--- src/rtl/hack_loader_pkg.sv ---
// Shared constants and state encoding for the Hack instruction-memory loader.
// Optional checksum trailer states are used when LOADER_CHECKSUM_EN is defined.
package hack_loader_pkg;

    localparam int unsigned ADDR_W    = 16;
    localparam int unsigned WORD_W    = 16;
    localparam int unsigned BYTE_W    = 8;
    localparam int unsigned HDR_BYTES = 2;
    localparam int unsigned SUM_BYTES = 2;
    localparam int unsigned LEN_W     = HDR_BYTES * BYTE_W;
    localparam int unsigned SUM_W     = SUM_BYTES * BYTE_W;
    localparam int unsigned STATE_W   = 4;

    typedef logic [STATE_W-1:0] state_t;

    localparam state_t S_IDLE    = 4'd0;
    localparam state_t S_LEN_HI  = 4'd1;
    localparam state_t S_LEN_LO  = 4'd2;
    localparam state_t S_DATA_HI = 4'd3;
    localparam state_t S_DATA_LO = 4'd4;
    localparam state_t S_WRITE   = 4'd5;
    localparam state_t S_DONE    = 4'd6;
    localparam state_t S_ERROR   = 4'd7;
    localparam state_t S_SUM_HI  = 4'd8;
    localparam state_t S_SUM_LO  = 4'd9;

    // States in which a byte may be consumed from the receiver.
    function automatic logic is_rx_state(input state_t s);
        return (s == S_LEN_HI) || (s == S_LEN_LO) || (s == S_DATA_HI) ||
               (s == S_DATA_LO) || (s == S_SUM_HI) || (s == S_SUM_LO);
    endfunction

    // Mid-load states where an idle gap between bytes counts toward timeout.
    function automatic logic is_timed_state(input state_t s);
        return (s == S_LEN_LO) || (s == S_DATA_HI) || (s == S_DATA_LO) ||
               (s == S_SUM_HI) || (s == S_SUM_LO);
    endfunction

    // States from which a start pulse launches a new load.
    function automatic logic is_rest_state(input state_t s);
        return (s == S_IDLE) || (s == S_DONE) || (s == S_ERROR);
    endfunction

endpackage

--- src/rtl/loader_byte_timer.sv ---
// Idle-gap counter between received bytes; expired_c fires on the cycle whose
// edge would complete TIMEOUT_CYCLES idle cycles (0 disables it).
module loader_byte_timer
    import hack_loader_pkg::*;
#(
    parameter int unsigned TIMEOUT_CYCLES = 1000000
) (
    input  logic clk,
    input  logic reset,
    input  logic clear,
    input  logic enable,
    output logic expired_c
);

    localparam int unsigned CNT_W = 32;

    logic [CNT_W-1:0] count;

    always_ff @(posedge clk or posedge reset) begin
        if (reset) begin
            count <= '0;
        end else if (clear) begin
            count <= '0;
        end else if (enable) begin
            count <= count + CNT_W'(1);
        end
    end

    assign expired_c = (TIMEOUT_CYCLES != 0) && enable &&
                       (count == CNT_W'(TIMEOUT_CYCLES - 1));

endmodule

--- src/rtl/instr_mem_loader.sv ---
// Boot loader: assembles big-endian words from the UART byte stream into Hack
// instruction RAM while holding the CPU in reset. Macro: LOADER_CHECKSUM_EN.
module instr_mem_loader
    import hack_loader_pkg::*;
#(
    parameter logic [ADDR_W-1:0] BASE_ADDR      = '0,
    parameter int unsigned       MAX_WORDS      = 4001,
    parameter int unsigned       TIMEOUT_CYCLES = 1000000
) (
    input  logic              clk,
    input  logic              reset,
    input  logic              start,
    input  logic [BYTE_W-1:0] rx_data,
    input  logic              rx_valid,
    output logic              rx_ready,
    output logic              mem_we,
    output logic [ADDR_W-1:0] mem_addr,
    output logic [WORD_W-1:0] mem_wdata,
    output logic              cpu_hold,
    output logic              busy,
    output logic              done,
    output logic              error
);

    state_t state;
    state_t state_nx;

    logic [BYTE_W-1:0] len_hi;
    logic [BYTE_W-1:0] data_hi;
    logic [LEN_W-1:0]  len;
    logic [ADDR_W-1:0] addr;
    logic [LEN_W-1:0]  word_cnt;

    logic              accept_c;
    logic              launch_c;
    logic              last_word_c;
    logic              timeout_c;
    logic [LEN_W-1:0]  len_nx_c;
    state_t            after_last_c;

`ifdef LOADER_CHECKSUM_EN
    logic [SUM_W-1:0]  sum;
    logic [BYTE_W-1:0] sum_hi;
    assign after_last_c = S_SUM_HI;
`else
    assign after_last_c = S_DONE;
`endif

    assign accept_c    = rx_valid & rx_ready;
    assign launch_c    = start & is_rest_state(state);
    assign len_nx_c    = {len_hi, rx_data};
    assign last_word_c = (word_cnt + LEN_W'(1)) == len;

    loader_byte_timer #(
        .TIMEOUT_CYCLES(TIMEOUT_CYCLES)
    ) u_timer (
        .clk      (clk),
        .reset    (reset),
        .clear    (~is_timed_state(state) | accept_c),
        .enable   (is_timed_state(state) & ~accept_c),
        .expired_c(timeout_c)
    );

    always_ff @(posedge clk or posedge reset) begin
        if (reset) begin
            state <= S_IDLE;
        end else begin
            state <= state_nx;
        end
    end

    always_comb begin
        state_nx = state;
        case (state)
            S_IDLE, S_DONE, S_ERROR: begin
                if (start) state_nx = S_LEN_HI;
            end
            S_LEN_HI: begin
                if (accept_c) state_nx = S_LEN_LO;
            end
            S_LEN_LO: begin
                if (accept_c) begin
                    if (len_nx_c == '0) begin
                        state_nx = after_last_c;
                    end else if (32'(len_nx_c) > MAX_WORDS) begin
                        state_nx = S_ERROR;
                    end else begin
                        state_nx = S_DATA_HI;
                    end
                end else if (timeout_c) begin
                    state_nx = S_ERROR;
                end
            end
            S_DATA_HI: begin
                if (accept_c)       state_nx = S_DATA_LO;
                else if (timeout_c) state_nx = S_ERROR;
            end
            S_DATA_LO: begin
                if (accept_c)       state_nx = S_WRITE;
                else if (timeout_c) state_nx = S_ERROR;
            end
            S_WRITE: begin
                state_nx = last_word_c ? after_last_c : S_DATA_HI;
            end
`ifdef LOADER_CHECKSUM_EN
            S_SUM_HI: begin
                if (accept_c)       state_nx = S_SUM_LO;
                else if (timeout_c) state_nx = S_ERROR;
            end
            S_SUM_LO: begin
                if (accept_c)       state_nx = ({sum_hi, rx_data} == sum) ? S_DONE : S_ERROR;
                else if (timeout_c) state_nx = S_ERROR;
            end
`endif
            default: state_nx = S_IDLE;
        endcase
    end

    // Byte capture, address/word counters and the write-port payload.
    always_ff @(posedge clk or posedge reset) begin
        if (reset) begin
            len_hi    <= '0;
            data_hi   <= '0;
            len       <= '0;
            addr      <= '0;
            word_cnt  <= '0;
            mem_addr  <= '0;
            mem_wdata <= '0;
`ifdef LOADER_CHECKSUM_EN
            sum       <= '0;
            sum_hi    <= '0;
`endif
        end else if (launch_c) begin
            addr     <= BASE_ADDR;
            word_cnt <= '0;
        end else begin
            case (state)
                S_LEN_HI: if (accept_c) len_hi <= rx_data;
                S_LEN_LO: begin
                    if (accept_c) begin
                        len <= len_nx_c;
`ifdef LOADER_CHECKSUM_EN
                        sum <= SUM_W'(len_nx_c);
`endif
                    end
                end
                S_DATA_HI: if (accept_c) data_hi <= rx_data;
                S_DATA_LO: begin
                    if (accept_c) begin
                        mem_addr  <= addr;
                        mem_wdata <= {data_hi, rx_data};
                    end
                end
                S_WRITE: begin
                    addr     <= addr + ADDR_W'(1);
                    word_cnt <= word_cnt + LEN_W'(1);
`ifdef LOADER_CHECKSUM_EN
                    sum      <= sum + SUM_W'(mem_wdata);
`endif
                end
`ifdef LOADER_CHECKSUM_EN
                S_SUM_HI: if (accept_c) sum_hi <= rx_data;
`endif
                default: ;
            endcase
        end
    end

    // Status outputs registered from the next state so they track it exactly.
    always_ff @(posedge clk or posedge reset) begin
        if (reset) begin
            rx_ready <= 1'b0;
            mem_we   <= 1'b0;
            busy     <= 1'b0;
            done     <= 1'b0;
            error    <= 1'b0;
            cpu_hold <= 1'b1;
        end else begin
            rx_ready <= is_rx_state(state_nx);
            mem_we   <= (state_nx == S_WRITE);
            busy     <= ~is_rest_state(state_nx);
            done     <= (state_nx == S_DONE);
            error    <= (state_nx == S_ERROR);
            cpu_hold <= (state_nx != S_DONE);
        end
    end

endmodule

--- config.mk ---
export PLATFORM = sky130hd
export DESIGN_NAME = instr_mem_loader
export DESIGN_NICKNAME = d
export VERILOG_FILES = /design/src/rtl/hack_loader_pkg.sv /design/src/rtl/loader_byte_timer.sv /design/src/rtl/instr_mem_loader.sv
export SDC_FILE = /design/constraint.sdc
export NUM_CORES = 1
export LEC_CHECK = 0
export ABC_AREA = 1
export BUFFER_PORTS_ARGS = -buffer_cell sky130_fd_sc_hd__buf_2
export CORE_MARGIN = 2
export CORE_UTILIZATION = 50
export CTS_BUF_LIST = sky130_fd_sc_hd__clkbuf_16
export DETAILED_ROUTE_END_ITERATION = 7
export MAX_ROUTING_LAYER = met4
export PLACE_DENSITY_LB_ADDON = 0.2
export SKIP_CTS_REPAIR_TIMING = 1
export SYNTH_ARGS = -nofsm -noshare
export SYNTH_HDL_FRONTEND = slang
export SYNTH_SLANG_ARGS = --single-unit
export TNS_END_PERCENT = 5
--- constraint.sdc ---
create_clock -name clk -period 3.65 [get_ports clk]
set_input_delay 0.1825 -clock clk [delete_from_list [all_inputs] [get_ports clk]]
set_output_delay 0.1825 -clock clk [all_outputs]
set_load 0.02 [all_outputs]
Word level (Yosys, flattened, before mapping)
Index checks and enable logic that the tools add are counted.
{ "word_totals": {"ff_bits": 138, "out_inout_bits": 38} }
{ "op_classes": {"addsub": 3, "magnitude_cmp": 1, "n_eq_ne": 21, "mux": 16, "bitwise": 8, "reduce_logical": 24} }
{ "op_table": {"columns": ["operator", "count"], "rows": [
  ["$mux W16", 4],
  ["$mux W32", 2],
  ["$add A16 B1 Y16 const B", 2],
  ["$add A32 B1 Y32 const B", 1],
  ["$eq A32 B20 Y1 const B", 1],
  ["$eq A4 B3 Y1 const B", 8],
  ["$mux W4", 6],
  ["$pmux W4 S6", 1],
  ["$eq A16 B16 Y1", 1],
  ["$eq A4 B2 Y1 const B", 4],
  ["$eq A4 B4 Y1 const B", 4],
  ["$gt A16 B12 Y1 const B", 1],
  ["$logic_not A16 Y1", 1],
  ["$logic_or A1 B1 Y1", 13],
  ["$reduce_and A3 Y1", 4],
  ["$mux W3", 3],
  ["$eq A4 B1 Y1 const B", 2],
  ["$logic_not A4 Y1", 2],
  ["$ne A4 B3 Y1 const B", 1],
  ["$not A1 Y1", 4],
  ["$reduce_bool A2 Y1", 2],
  ["$and A1 B1 Y1", 3],
  ["$reduce_or A3 Y1", 1],
  ["$logic_and A1 B1 Y1", 1],
  ["$or A1 B1 Y1", 1]
]} }

Logic depth before layout (Yosys ltp)
Gate-level depths: netlist of run 1.
{ "depth": {"depth_word": 16, "mapped_depth": 17, "depth_no_buf": 17} }

Cells and area by module
A second synthesis of run 1 with hierarchy kept.
{ "unflattened": {"hier_cells": 923, "hier_area_um2": 7098.1} }
{ "modules_own_cells": {"columns": ["mod", "n_inst", "cells_each", "area_per_inst_um2", "seq_area_each_um2"], "rows": [
  ["instr_mem_loader", 1, 626, 5052.3, 2653.8],
  ["loader_byte_timer", 1, 297, 2045.7, 800.8]
]} }

Worst setup path before layout of run 1
Ideal clock, no wire load.
{ "synth_timing": {"path_kind": "register to register", "startpoint": "register word_cnt[0]", "endpoint": "register busy", "setup_ns": 0.117, "arrival_time_ns": 1.782, "required_ns": 3.533, "slack_ns": 1.751, "path_stages_with_launch": 17, "path_buffers": 1, "period_less_slack_ns": 1.899, "cell_sequence": "dfrtp_1 ha_1 nand2_2 nor2_4 buf_6 nand2_1 nand2_1 nand3b_1 nand2_1 nor2_1 nand2_1 nor2_2 nand4_2 nand2_2 inv_2 nor2_1 nor2_1"} }
{ "synth_between": {"elab_chain_cells": 8, "elab_cells_between_ends": 10} }
{ "synth_lines": {"columns": ["element", "line_no", "source"], "rows": [
  ["start: declaration", "instr_mem_loader.sv:32", "logic [LEN_W-1:0] word_cnt;"],
  ["start signal: assignment", "instr_mem_loader.sv:156", "word_cnt <= word_cnt + LEN_W'(1);"],
  ["$add A16 B1 Y16 (*)", "instr_mem_loader.sv:52", "assign last_word_c = (word_cnt + LEN_W'(1)) == len;"],
  ["$eq A16 B16 Y1 (*)", "instr_mem_loader.sv:52", null],
  ["$mux W3 (*)", "instr_mem_loader.sv:103", "state_nx = last_word_c ? after_last_c : S_DATA_HI;"],
  ["$pmux W4 S6 (*)", "instr_mem_loader.sv:74", "case (state)"],
  ["named net state_nx[2]", "instr_mem_loader.sv:26", "state_t state_nx;"],
  ["$eq A4 B3 Y1 or $logic_not A4 Y1 (tied branches)", "hack_loader_pkg.sv:41", "return (s == S_IDLE) || (s == S_DONE) || (s == S_ERROR);"],
  ["$logic_or A1 B1 Y1", "hack_loader_pkg.sv:41", null],
  ["$logic_or A1 B1 Y1 (*)", "hack_loader_pkg.sv:41", null],
  ["$not A1 Y1 (*)", "instr_mem_loader.sv:181", "busy <= ~is_rest_state(state_nx);"],
  ["end signal: assignment", "instr_mem_loader.sv:181", null],
  ["end: declaration", "instr_mem_loader.sv:20", "output logic busy,"]
]} }
Mark *: on every way through the listed nets, which the timed path passes. The rest lies on a longest branch.
A chain may end at the register's enable or synchronous reset.

Final worst setup path of run 1
{ "layout_timing": {"startpoint": "register state[0]", "endpoint": "register busy"} }
{ "layout_between": {"elab_chain_cells": 14, "elab_cells_between_ends": 30} }
{ "layout_lines": {"columns": ["element", "line_no", "source"], "rows": [
  ["start: declaration", "instr_mem_loader.sv:25", "state_t state;"],
  ["start signal: assignment", "instr_mem_loader.sv:68", "state <= state_nx;"],
  ["$eq A4 B2 Y1", "hack_loader_pkg.sv:35, instr_mem_loader.sv:74", null],
  ["$logic_or A1 B1 Y1 (3 in a row)", "hack_loader_pkg.sv:35", "return (s == S_LEN_LO) || (s == S_DATA_HI) || (s == S_DATA_LO) ||"],
  ["$logic_or A1 B1 Y1", "hack_loader_pkg.sv:36", "(s == S_SUM_HI) || (s == S_SUM_LO);"],
  ["$and A1 B1 Y1", "instr_mem_loader.sv:60", ".enable (is_timed_state(state) & ~accept_c),"],
  ["$logic_and A1 B1 Y1", "loader_byte_timer.sv:29", "assign expired_c = (TIMEOUT_CYCLES != 0) && enable &&"],
  ["$mux W4", "instr_mem_loader.sv:90, instr_mem_loader.sv:96, instr_mem_loader.sv:100", null],
  ["$mux W4 (on tied branches)", "instr_mem_loader.sv:99, instr_mem_loader.sv:82, instr_mem_loader.sv:95", null],
  ["$pmux W4 S6 (*)", "instr_mem_loader.sv:74", null],
  ["named net state_nx[1]", "instr_mem_loader.sv:26", null],
  ["$eq A4 B3 Y1 or $logic_not A4 Y1 (tied branches)", "hack_loader_pkg.sv:41", null],
  ["$logic_or A1 B1 Y1", "hack_loader_pkg.sv:41", null],
  ["$logic_or A1 B1 Y1 (*)", "hack_loader_pkg.sv:41", null],
  ["$not A1 Y1 (*)", "instr_mem_loader.sv:181", null]
]} }
Marked as above.

==> results of run 1 <==
-- path summary, 6_finish.rpt --
check,to,slack [ps],depth (start not counted)
min in group asynchronous,u_timer.count[17],430,3
setup / recovery,busy,1190,10
max in group asynchronous,cpu_hold,2330,4
hold reg to reg,mem_wdata[9],470,2
setup reg to reg,busy,1190,10
hold / removal,len_hi[1],-0.2,3
-- cell usage after synthesis (9+ instances only) --
cell / n / area (sq um)
inv_1: 100 / 375.4
nor3_1: 24 / 120.1
nor2_2: 9 / 56.30
o21ai_0: 75 / 375.4
nor2_4: 9 / 101.4
nand2_1: 219 / 822.0
nor2_1: 74 / 277.8
nand3_1: 69 / 345.3
nand4_1: 19 / 118.9
dfrtp_1: 137 / 3428
nand2_2: 11 / 68.82
clkbuf_1: 11 / 41.29
a21oi_1: 26 / 130.1
-- cell families after synthesis --
family | count (synthesis)
XOR/XNOR | 12
buffers and inverters | 127
AND/OR/NAND/NOR | 461
multiplexers | 1
flip-flops | 138
AO/OA/AOI/OAI | 121
other | 1
adder cells (fa/ha/maj) | 3
-- worst max-delay path: stages, from the launching register on --
cell	delay, ps
dfrtp_1	400
inv_2	140
nor2_1	50
nand2_1	460
inv_1	450
nor3_1	310
nand2_1	150
inv_1	160
nand3_1	100
nor2_1	100
nor2_1	40
-- per-stage QoR --
| step | total power [uW] | cells | instance area (sq um) |
|---|---|---|---|
| 4_1_cts | 3713 | 1112 | 7953 |
| 3_3_place_gp | 1996 | 1080 | 7365 |
| 6_report | 3685 | 1113 | 7963 |
| 2_1_floorplan | 1898 | 864 | 6929 |
| 5_1_grt | 3835 | 1113 | 7963 |
| 3_5_place_dp | 2004 | 1080 | 7365 |
-- per-layer routing --
| layer | GRT usage, % | vias to the layer above |
|---|---|---|
| met1 | 33.68 | 2717 |
| met5 | - | - |
| li1 | - | 2928 |
| met3 | 5.197 | 19 |
| met2 | 34.48 | 134 |
| met4 | 6.968 | 0 |
-- registers in the layout (all words and copies together), names as in the netlist, 4 cells and up --
name,cells
addr,16
data_hi,8
len,16
len_hi,8
mem_addr,16
mem_wdata,16
state,4
u_timer.count,32
word_cnt,16
-- cells in the final DEF, fill, tap and decap left out, types with 17 or more instances in the layout --
| cell | n |
|---|---|
| nand2_1 | 219 |
| dfrtp_1 | 137 |
| inv_1 | 103 |
| o21ai_0 | 75 |
| nor2_1 | 74 |
| nand3_1 | 69 |
| buf_2 | 49 |
| a21oi_1 | 26 |
| nor3_1 | 24 |
| nand4_1 | 19 |
| clkbuf_16 | 17 |
-- power groups by stage --
stage               logic, uW  registers [uW]  clock network, uW
floorplan                 217            1680                  0
global placement          309            1690                  0
detailed placement        313            1690                  0
CTS                       314            1660               1740
global route              363            1680               1800
finish                    310            1660               1710
-- final cells by class --
type,count,share of cell area (%)
clock buffers,17,5.343
clock inverters,15,2.043
inverters,109,5.185
multi-input cells,599,37.38
flip-flops and latches,138,43.38
well taps,180,2.828
repair buffers,55,3.834
==> impl_results.md, run 1 <==
- Outcome: finished with violations
- Failing checks: hold timing
- Flop pwr share: between 40 and 50%
- GPL Wtd Cong: about 0.97
- Multi-input gate area: roughly 3000 sq um
- Clock sink total: around 140
- CTS clk-pin slew, worst paths: 60 ps
- Cells after synthesis: ~860
- FMAX: 406.6 MHz
- Post-Synth Adder-Cell Area: 0.5420%
- Syn-to-layout area delta: 14.98%
- Vias after detailed routing: just under 6000
- Synthesis Warnings: 0
- Post-route ant nets: 0
- Mux share of post-synthesis cell area: 0.1626%
- Area of the core: roughly 14000 sq um
- Vias in the first global route: roughly 5400
- Final Max Tran Viols: 0
- Max-cap violations: 0
- Final Hold Vio Count: 1
- Die Height: 121.7 um
- Post-synth net total: roughly 900
- First-pass GRT wire length: approximately 27000 um
- Total Nets Final: about 940
- Longest Clk Path Bufs: 2
- XOR/XNOR Fraction of Synth Area: under 10%
- Worst path required time: a little under 4000 ps
- # setup viols final: 0
- Routed len/inst: between 10 and 15 um
- Final WS setup: between 1000 and 1500 ps
- Initial DRC count: about 400
- Clock share of power: about 46%
- Yosys reg bits: roughly 140
- Largest family of logic cells by synthesized area: simple AND/OR/NAND/NOR gates
- Worst Skew: 9.731 ps
- CP Launch Type: register
- Crit Path Max Fanout: 15
- Hold Crit Start: rx_data[1]
- Slew margin rel.: between 40% and 50%
- Initial DRT Pass Iterations: 5
- Internal: 2769 uW
- Hold Slack: -0.2180 ps
- Initial antenna violation count: 0
- DRT Wirelength: about 16000 um
- Met2 Routed Length: just over 7000 um
- GRT Residual Overflow: 0
- Worst EP arrival: around 2800 ps
- Post-layout util: between 50 and 60%
- Comb power frac: under 10%
- TNS Setup: 0 ps
- Via density: roughly 5.2
- Post-Syn Area: 6925 sq um
- Post-synth EDFFs: 0
- CTS Root Cell: clkbuf_16
- R2r startpoint: state[0]
- Met3 WL: around 800 um
- Syn Area/Cell: roughly 8.0 sq um
- H-tree Lvls: 4
- # diodes: 0
- Pwr/cell area: between 400 and 500 nW/um^2
- Share of cells above drive strength 1: about 15%
- Storage element area: ~3500 sq um
- Register area share after synthesis: 49.88%
- Die width: around 120 um
- Worst setup path startpoint: state[0]
- Main flop type after synthesis: dfrtp_1
- I/O pins: 50
- # port buffers: 49
- Number of library cell types mapped by synthesis: 43
- Switching Fraction: 24.86%
- Worst Hold Class: input pin to register
- Clock latency on the worst-skew pair: 420 ps
- Leak: between 0.003 and 0.004 uW
- Worst Max-Slew Pin Slew: between 800 and 900 ps
- Unrepaired setup endpoints after global routing: false
- Minimum clock period: about 2500 ps
- CTS Buf Count: 17
- Dpl hpwl: about 12000 um
- Top layer in use: met4
- Overall Global Routing Usage: between 20% and 30%
- Crit. End Element: register
- Maximum vdd drop: approximately 0.41 mV
- Net switching power figure: slightly above 900 uW
- Crit Path Category: register to register
- Simple-gate share of the synthesized area: 31.17%
- CTS tree: yes
- Crit share post-route: 67.38%
- # rows: 43
- Placement Setup Slack: 1175 ps
- DR DRC count: 0
- Compound-Gate Fraction of Synth Area: a little under a tenth
- DIE AREA: 14810 sq um
- Largest net degree at the start of global routing: 80
- Asr flop ratio synth: between 90% and 100%
- Filler Cell Count: 1265
- WL met1: around 7800 um
- Starting Density: between 50 and 60%
Note: power is estimated with default switching activity, not from simulation.
==> inputs of run 2 (changes only) <==
==> constraint.sdc (replaced) <==
create_clock -name clk -period 2.37 [get_ports clk]
set_input_delay 0.1185 -clock clk [delete_from_list [all_inputs] [get_ports clk]]
set_output_delay 0.1185 -clock clk [all_outputs]
set_load 0.02 [all_outputs]
==> impl_results.md, run 2 (synthesis results as in run 1) <==
- Total Nets Final: ~950
- Routed len/inst: between 10 and 15 um
- Commonest cells after routing, fill and taps aside: nand2_1 (219), dfrtp_1 (136), inv_1 (99), o21ai_0 (75), nor2_1 (74)
- I/O pins: 50
- Slew margin rel.: between 40 and 50%
- Initial antenna violation count: 0
- Share of cells above drive strength 1: ~16%
- Crit Path Category: register to register
- CP top delay family: simple AND/OR/NAND/NOR gates
- Final WS setup: approximately 230 ps
- Most common cell after layout, fill and taps aside: nand2_1
- Dpl hpwl: between 10000 and 15000 um
- Multi-input gate area: roughly 3000 sq um
- Slowest-stage cell, CP: dfrtp_2
- Clock sink total: around 140
- Fin area: just over 8000 sq um
- Outcome: finished with violations
- Via density: 5.251
- Crit Path Max Fanout: 6
- Filler Cell Count: about 1300
- Total power: 5545 uW
- Leak: between 0.003 and 0.004 uW
- Overall Global Routing Usage: 24.35%
- Longest Clk Path Bufs: 2
- Failing checks: hold timing
- Vias after detailed routing: a little under 6000
- Die width: 121.7 um
- R2R depth: 15
- # diodes: 0
- CP Launch Type: register
- Initial DRT Pass Iterations: 5
- Placement Setup Slack: between 200 and 250 ps
- FMAX: ~470 MHz
- DIE AREA: 14810 sq um
- Worst Skew: between 6 and 7 ps
- Reg with most FFs: u_timer.count
- # setup viols final: 0
- CP most frequent cell: nand2_1
- GRT Residual Overflow: 0
- Starting Density: approximately 50%
- Worst path required time: 2730 ps
- DRT Wirelength: around 16000 um
- # rows: 43
- Worst Hold Class: input pin to register
- Die Height: 121.7 um
- Hold Path Depth: 3
- Crit share post-route: 90.30%
- # port buffers: between 40 and 50
- Maximum vdd drop: roughly 0.7 mV
- DR DRC count: 0
- Largest stage delay, worst path: 410 ps
- Final Hold Vio Count: 1
- Storage element area: around 3500 sq um
- Largest register FFs: 32
- Final Max Tran Viols: 0
- Crit. End Element: register
- CTS clk-pin slew, worst paths: about 60 ps
- CTS Buf Count: 17
- Worst Max-Slew Pin Slew: 770.7 ps
- First-pass GRT wire length: roughly 27000 um
- Hold Slack: -0.8346 ps
- TNS Setup: 0 ps
- Post-route ant nets: 0
- Unrepaired setup endpoints after global routing: false
- Area of the core: about 14000 sq um
- CTS tree: yes
- Cell Chain, Critical Path: ha_1, nand3_1, nor2_1, nand2_1, nand3b_1, nand2_1, nor2_1, nand2_1, nor2_2, nand3_1, nand2_1, nand2_2, inv_2, nand3_1, nand2_1
- CP bufs+invs: 1
- Max-cap violations: 0
- Stages on worst setup path: 15
- Worst EP arrival: roughly 2500 ps
- Syn-to-layout area delta: 16.13%
- Clock latency on the worst-skew pair: roughly 420 ps
- H-tree Lvls: 4
- CTS Root Cell: clkbuf_16
- Vias in the first global route: 5383
- Largest net degree at the start of global routing: roughly 140
- Placed inst area: approximately 7400 sq um
- Minimum clock period: ~2100 ps
- GPL Wtd Cong: a little under 0.9
- Initial DRC count: 524
- Pwr/cell area: a little under 700 nW/um^2
-- run 2: cell types whose count changed in the layout (fill, tap and decap cells not counted), sizes merged --
| cell | change |
|---|---|
| buf | +7 |
| bufinv | -2 |
| clkinv | +5 |
| clkinvlp | +1 |
| dlygate4sd3 | +5 |
| inv | -4 |
| nor2 | +1 |
-- run 2: layout make-up --
| type | instances | area share, % |
|---|---|---|
| clock buffer | 17 | 5.289 |
| clock inverter | 15 | 1.571 |
| inverter | 109 | 5.134 |
| multi-input combinational | 600 | 37.17 |
| sequential | 138 | 42.97 |
| tap | 180 | 2.800 |
| timing repair buffer | 67 | 5.072 |
-- run 2: report_power, final --
group	internal (uW)	switching [uW]
logic	159	340
registers	2480	81.3
clock network	1440	1050
total	4070	1470
-- run 2: stage by stage --
step,instances,utilization (%),hold WS (ps)
4_1_cts,1119,58.08,-95.45
3_5_place_dp,1087,54.06,345.2
5_1_grt,1126,58.62,15.78
6_report,1126,58.62,-0.8346
3_3_place_gp,1087,54.06,342.2
2_1_floorplan,864,-,239.5
-- run 2: path summary, 6_finish.rpt --
| check | from | to | slack, ps |
|---|---|---|---|
| max | word_cnt[0] | rx_ready | 230 |
| min | rx_data[6] | len_hi[6] | -0.8 |
| max reg2reg | word_cnt[0] | rx_ready | 230 |
| min reg2reg | data_hi[5] | mem_wdata[13] | 470 |
| max in group asynchronous | reset | word_cnt[0] | 1330 |
| min in group asynchronous | reset | u_timer.count[25] | 400 |
-- run 2: tightest hold or removal path, delay by kind of cell --
| family | cells | cell delay [ps] |
|---|---|---|
| buffers and inverters | 1 | 110 |
| AOI/OAI and AO/OA | 1 | 90 |
| and+or+nand+nor | 1 | 60 |
-- run 2: routing by layer --
metal	GRT usage, %	up-vias	wire, um
li1	-	2977	-
met1	35.85	2763	7948
met2	34.38	147	7104
met3	4.635	26	808
met4	7.184	0	247
met5	-	-	0
